$ cat config.mk
export PLATFORM = sky130hd
export DESIGN_NAME = nx1_vram_fetch
export DESIGN_NICKNAME = d
export VERILOG_FILES = /design/src/rtl/nx1_vram_fetch.sv
export SDC_FILE = /design/constraint.sdc
export NUM_CORES = 1
export LEC_CHECK = 0
export CAP_MARGIN = 20
export CORE_MARGIN = 3
export CORE_UTILIZATION = 35
export DETAILED_ROUTE_END_ITERATION = 7
export PLACE_DENSITY_LB_ADDON = 0.15
export SYNTH_ARGS = -nofsm -noshare
export SYNTH_HDL_FRONTEND = slang
export SYNTH_SLANG_ARGS = --single-unit
export TNS_END_PERCENT = 30
$ cat constraint.sdc
create_clock -name CLK -period 3.25 [get_ports CLK]
set_input_delay 0.65 -clock CLK [delete_from_list [all_inputs] [get_ports CLK]]
set_output_delay 0.65 -clock CLK [all_outputs]
set_load 0.03 [all_outputs]
$ cat src/rtl/nx1_vram_fetch.sv
// ---------------------------------------------------------------------------
// nx1_vram_fetch -- row fetch engine for the X1 text/attribute VRAM.
//
// On a START pulse the engine reads LEN consecutive bytes starting at SADR
// from port B of the 2K x 8 dual-port VRAM. The bytes pass through a small
// first-word-fall-through FIFO and go to the character/pixel serializer over
// a valid/ready handshake. DONE pulses once per completed row.
//
// Optional feature macro: NX1_VFETCH_ABORT_EN
//   When defined, adds the ABORT input. ABORT returns the engine to idle,
//   flushes the FIFO and drops any in-flight read. No DONE is produced.
//
// Ports:
//   CLK     in   1  single clock, also the VRAM port B clock
//   RST     in   1  synchronous active-high reset
//   START   in   1  one-cycle row request, honoured only when idle
//   SADR    in  11  row start address, sampled with START
//   LEN     in   7  row byte count (0..127), sampled with START
//   BUSY    out  1  engine is not idle
//   BA      out 11  VRAM port B address
//   BCS     out  1  VRAM port B chip select / read strobe
//   BWE     out  1  VRAM port B write enable (always 0)
//   BI      out  8  VRAM port B write data (always 0)
//   BO      in   8  VRAM port B read data, valid the cycle after BCS
//   DO      out  8  FIFO head byte, 8'h00 when empty
//   DVALID  out  1  FIFO not empty
//   DREADY  in   1  consumer accepts DO this cycle
//   DONE    out  1  one-cycle row-complete pulse
//   ABORT   in   1  row abort (only with NX1_VFETCH_ABORT_EN)
// ---------------------------------------------------------------------------
module nx1_vram_fetch #(
    parameter int def_FIFO_AW = 3
) (
    input  logic        CLK,
    input  logic        RST,
    input  logic        START,
    input  logic [10:0] SADR,
    input  logic [6:0]  LEN,
    output logic        BUSY,
    output logic [10:0] BA,
    output logic        BCS,
    output logic        BWE,
    output logic [7:0]  BI,
    input  logic [7:0]  BO,
    output logic [7:0]  DO,
    output logic        DVALID,
    input  logic        DREADY,
    output logic        DONE
`ifdef NX1_VFETCH_ABORT_EN
    ,
    input  logic        ABORT
`endif
);

    localparam int DEPTH = 1 << def_FIFO_AW;
    localparam logic [def_FIFO_AW+1:0] DEPTH_C = (def_FIFO_AW+2)'(DEPTH);
    localparam logic [def_FIFO_AW:0]   OCC_ONE = (def_FIFO_AW+1)'(1);
    localparam logic [def_FIFO_AW-1:0] PTR_ONE = def_FIFO_AW'(1);

    typedef enum logic [1:0] {
        S_IDLE,
        S_FETCH,
        S_DRAIN
    } state_e;

    state_e                 state_q, state_d;
    logic [10:0]            adr_q, adr_d;
    logic [6:0]             cnt_q, cnt_d;
    logic                   infl_q, infl_d;
    logic                   done_q, done_d;
    logic [def_FIFO_AW:0]   occ_q, occ_d;
    logic [def_FIFO_AW-1:0] wr_ptr_q, wr_ptr_d;
    logic [def_FIFO_AW-1:0] rd_ptr_q, rd_ptr_d;
    logic [7:0]             mem [DEPTH];

    logic                   abort;
    logic                   issue;
    logic                   push;
    logic                   pop;
    logic [def_FIFO_AW+1:0] occ_infl;

`ifdef NX1_VFETCH_ABORT_EN
    assign abort = ABORT;
`else
    assign abort = 1'b0;
`endif

    // Counting in-flight reads against occupancy reserves a FIFO slot for
    // every byte already requested from the VRAM, so the FIFO cannot overflow.
    assign occ_infl = {1'b0, occ_q} + {{(def_FIFO_AW+1){1'b0}}, infl_q};
    assign issue    = (state_q == S_FETCH) && (cnt_q != 7'd0) &&
                      (occ_infl < DEPTH_C) && !abort && !RST;

    // Read data arrives one cycle after the strobe, so the previous cycle's
    // issue is this cycle's push.
    assign push = infl_q;
    assign pop  = (occ_q != '0) && DREADY;

    always_comb begin
        // NOTE: every next-state signal gets a default first so that no path
        // through the case statement leaves one unassigned and infers a latch.
        state_d  = state_q;
        adr_d    = adr_q;
        cnt_d    = cnt_q;
        done_d   = 1'b0;
        infl_d   = issue;
        occ_d    = occ_q;
        wr_ptr_d = push ? wr_ptr_q + PTR_ONE : wr_ptr_q;
        rd_ptr_d = pop  ? rd_ptr_q + PTR_ONE : rd_ptr_q;

        unique case ({push, pop})
            2'b10:   occ_d = occ_q + OCC_ONE;
            2'b01:   occ_d = occ_q - OCC_ONE;
            default: occ_d = occ_q;
        endcase

        unique case (state_q)
            S_IDLE: begin
                if (START) begin
                    if (LEN != 7'd0) begin
                        adr_d   = SADR;
                        cnt_d   = LEN;
                        state_d = S_FETCH;
                    end else begin
                        done_d = 1'b1;
                    end
                end
            end
            S_FETCH: begin
                if (issue) begin
                    adr_d = adr_q + 11'd1;   // wraps 2047 -> 0
                    cnt_d = cnt_q - 7'd1;
                    if (cnt_q == 7'd1) begin
                        state_d = S_DRAIN;
                    end
                end
            end
            S_DRAIN: begin
                // Decided on next-cycle values so DONE rises in the same cycle
                // that BUSY falls.
                if ((occ_d == '0) && !infl_d) begin
                    state_d = S_IDLE;
                    done_d  = 1'b1;
                end
            end
            default: state_d = S_IDLE;
        endcase

        if (abort) begin
            state_d  = S_IDLE;
            adr_d    = '0;
            cnt_d    = '0;
            done_d   = 1'b0;
            infl_d   = 1'b0;
            occ_d    = '0;
            wr_ptr_d = '0;
            rd_ptr_d = '0;
        end
    end

    always_ff @(posedge CLK) begin
        // NOTE: sequential state uses non-blocking assignments so every
        // register samples pre-edge values regardless of statement order.
        if (RST) begin
            state_q  <= S_IDLE;
            adr_q    <= '0;
            cnt_q    <= '0;
            infl_q   <= 1'b0;
            done_q   <= 1'b0;
            occ_q    <= '0;
            wr_ptr_q <= '0;
            rd_ptr_q <= '0;
        end else begin
            state_q  <= state_d;
            adr_q    <= adr_d;
            cnt_q    <= cnt_d;
            infl_q   <= infl_d;
            done_q   <= done_d;
            occ_q    <= occ_d;
            wr_ptr_q <= wr_ptr_d;
            rd_ptr_q <= rd_ptr_d;
        end
    end

    // NOTE: the FIFO storage is deliberately not reset; occupancy and the
    // pointers are, and DO is masked while empty, so stale contents are
    // never observable.
    always_ff @(posedge CLK) begin
        if (push) begin
            mem[wr_ptr_q] <= BO;
        end
    end

    assign BUSY   = (state_q != S_IDLE);
    assign BA     = adr_q;
    assign BCS    = issue;
    assign BWE    = 1'b0;
    assign BI     = 8'h00;
    assign DVALID = (occ_q != '0);
    assign DO     = DVALID ? mem[rd_ptr_q] : 8'h00;
    assign DONE   = done_q;

endmodule

==> results.ini <==
[status]
run_status = complete, no violations

[critical_path]
critPathCaptureType = output port
data_arrival_time_of_the_critical_path_ps = 2380
required_ps = 2600
start_kind = register
worst-path-max-fanout = 16
critPathKind = register to output port

[sta]
finalSetupTns_ps = 0
timing_max_transition_violations_final = 0
timing.final.hold_violations = 0
finalSetupViolCount = 0
timing.final.ws_setup_ps = 225
max_slew.worst_pin.slew_ps = 953
timing.clock.skew_ps = 7.26
finalCritPeriodShare = 0.931
unrepaired_setup_endpoints_after_global_routing = no
achievable-frequency_ghz = 0.331
timing.final.crit_period_ps = 3030
slew_headroom = 0.362

[cts]
clkLatencyLatePin_ps = 350
clockBufferDepth = 2
tritoncts.num_buffers = 9
cts-hold-fix-buffers = 0
number_of_buffers_added_for_setup_after_cts = 0
h-tree-depth = 3
clk_pin_slew_worst_paths_ps = 70
clockRootBuffer = sky130_fd_sc_hd__clkbuf_16
cts_tree = done
clkSinkCount = 99
post_cts.resized_instances = 0

[run]
drv.max_cap_violation_count = 0

[die]
total_die_area_um2 = 14400
fp.dieH_um = 120
initial_util = 0.359
io_pins = 62
placementRows = 41
die_width_um = 120
placeableCoreArea_um2 = 12700

[synthesis]
synth_enable_flop_cells = 64
post_synth_most_frequent_cells = sky130_fd_sc_hd__edfxtp_1, sky130_fd_sc_hd__dfxtp_1, sky130_fd_sc_hd__nor2_1, sky130_fd_sc_hd__nand2_1, sky130_fd_sc_hd__a21oi_1
synth-main-ff-cell = sky130_fd_sc_hd__edfxtp_1
synth.area.top_cells = sky130_fd_sc_hd__edfxtp_1, sky130_fd_sc_hd__dfxtp_1, sky130_fd_sc_hd__mux4_2
cell_area_after_synthesis_um2 = 4550
post_synth_num_cell_types = 58
seq_area_frac_synth = 0.576
synth_async_sr_flop_share = 0
avgSynthCellArea_um2 = 12.3
synth.most_common_cell = sky130_fd_sc_hd__edfxtp_1
synth_seq_cells = 99
yosys_warn_count = 0
synthCells = 369
post-synth-top-area-cell = sky130_fd_sc_hd__edfxtp_1
synth_largest_type_area_fraction = 0.422

[power]
p_leak_nw = 1.85
pwr_cell_area_nw_per_um2 = 725
worst_ir_drop_vdd_mv = 0.289

[layout]
area_growth_syn_to_layout_pct = 21.6
finalInstanceArea_um2 = 5540
fin_util = 0.437
antenna_cells_inserted = 0
post_route_cells_drive_above_1_share = 0.121
nFillCells = 1186
fin_nets = 456

[grt]
globalRouteOverflowTotal = 0
globalRouteTotalUtil = 0.146
antenna_found_initial = 0
grt_first_pass_wirelength_mm = 15.9
number_of_global_route_vias_before_repair = 2967
grt_start_max_net_pins = 38

[placed_design]
place.detailed.hpwl_mm = 6.46
io_buffers = 52
dpl-instance-area_um2 = 5210
post-place-ws_ps = 274
gpl_congestion = 0.763

[drt]
post_drt_via_cell_ratio = 5.11
dr_total_vias = 3039
drc = 0
1st_pass_router_iterations = 4
ant_nets = 0
detailed_router_s_first_iteration_violation_count = 165
route.detailed.wl_per_inst_um = 16.7
wl_mm = 9.95

[worst_hold_path]
hold_class = register to register

flip-flops by register name (all words and copies together) (netlist names), named ones only:
| register | flops |
|---|---|
| wr_ptr_q | 3 |
| state_q | 2 |
| cnt_q | 7 |
| rd_ptr_q | 3 |
| occ_q | 4 |
| DONE | 1 |
| mem | 64 |
| BA | 11 |
| infl_q | 1 |
critical path, cell delays in order (launching register included):
cell and delay [ps]:
sky130_fd_sc_hd__dfxtp_1 310, sky130_fd_sc_hd__buf_4 320, sky130_fd_sc_hd__mux4_2 540, sky130_fd_sc_hd__mux2i_1 200
sky130_fd_sc_hd__nor2_1 70, sky130_fd_sc_hd__clkdlybuf4s50_1 590
where the power goes:
part,internal (mW),switching [mW]
Sequential,1.43,0.126
Combinational,0.578,0.724
Clock,0.684,0.475
Total,2.69,1.33
layout make-up:
type	count	area (µm²)	area share
Timing Repair Buffer	59	571	0.103
Clock inverter	6	96.3	0.0174
Sequential cell	99	2620	0.474
Clock buffer	10	229	0.0414
Multi-Input combinational cell	241	1770	0.320
Inverter	8	30.0	0.00542
Tap cell	172	215	0.0389
cell families (layout without fill, tap and decap cells):
family          count (synthesis)  after routing  synth area share
other cells                     1              9          0.000823
mux                            29             29             0.108
buf+inv                        37             83            0.0426
flops                          99             99             0.576
fa+ha+maj                       8              8            0.0220
compound gates                 71             71             0.109
xor+xnor                        7              7            0.0135
simple gates                  117            117             0.129
through the flow:
step / instances / hold WS [ps] / power, mW
after floorplan: 377 / 458 / 2.47
after global placement: 579 / 478 / 2.88
after detailed placement: 579 / 486 / 2.89
after CTS: 595 / 498 / 4.08
after global routing: 595 / 534 / 4.24
final: 595 / 495 / 4.02
final timing paths:
check                           depth (start not counted)         end     start  slack (ps)
worst min register to register                          2    cnt_q[1]  cnt_q[1]         490
worst max register to register                         11  state_q[1]  occ_q[1]         460
worst max-delay path                                    5       DO[5]  register         220
worst min-delay path                                    2    cnt_q[1]  cnt_q[1]         490
per-layer routing:
metal | track usage | part of all wire
met2 | 0.224 | 0.48
met4 | 0.0472 | 0.0093
met1 | 0.198 | 0.45
met3 | 0.0438 | 0.065
met5 | 0 | 0
cell usage in the layout, fill, tap and decap left out, drive strengths merged, types with 6 or more instances in the layout:
cell / n
nand2: 32
edfxtp: 64
a21oi: 24
buf: 8
clkbuf: 10
inv: 10
conb: 9
nor2: 35
nor4: 7
clkdlybuf4s50: 51
dfxtp: 35
nor3: 8
mux4: 16
ha: 8
a211oi: 6
nand2b: 9
mux2i: 13
o21ai: 14
(Power assumes the default switching activity.)
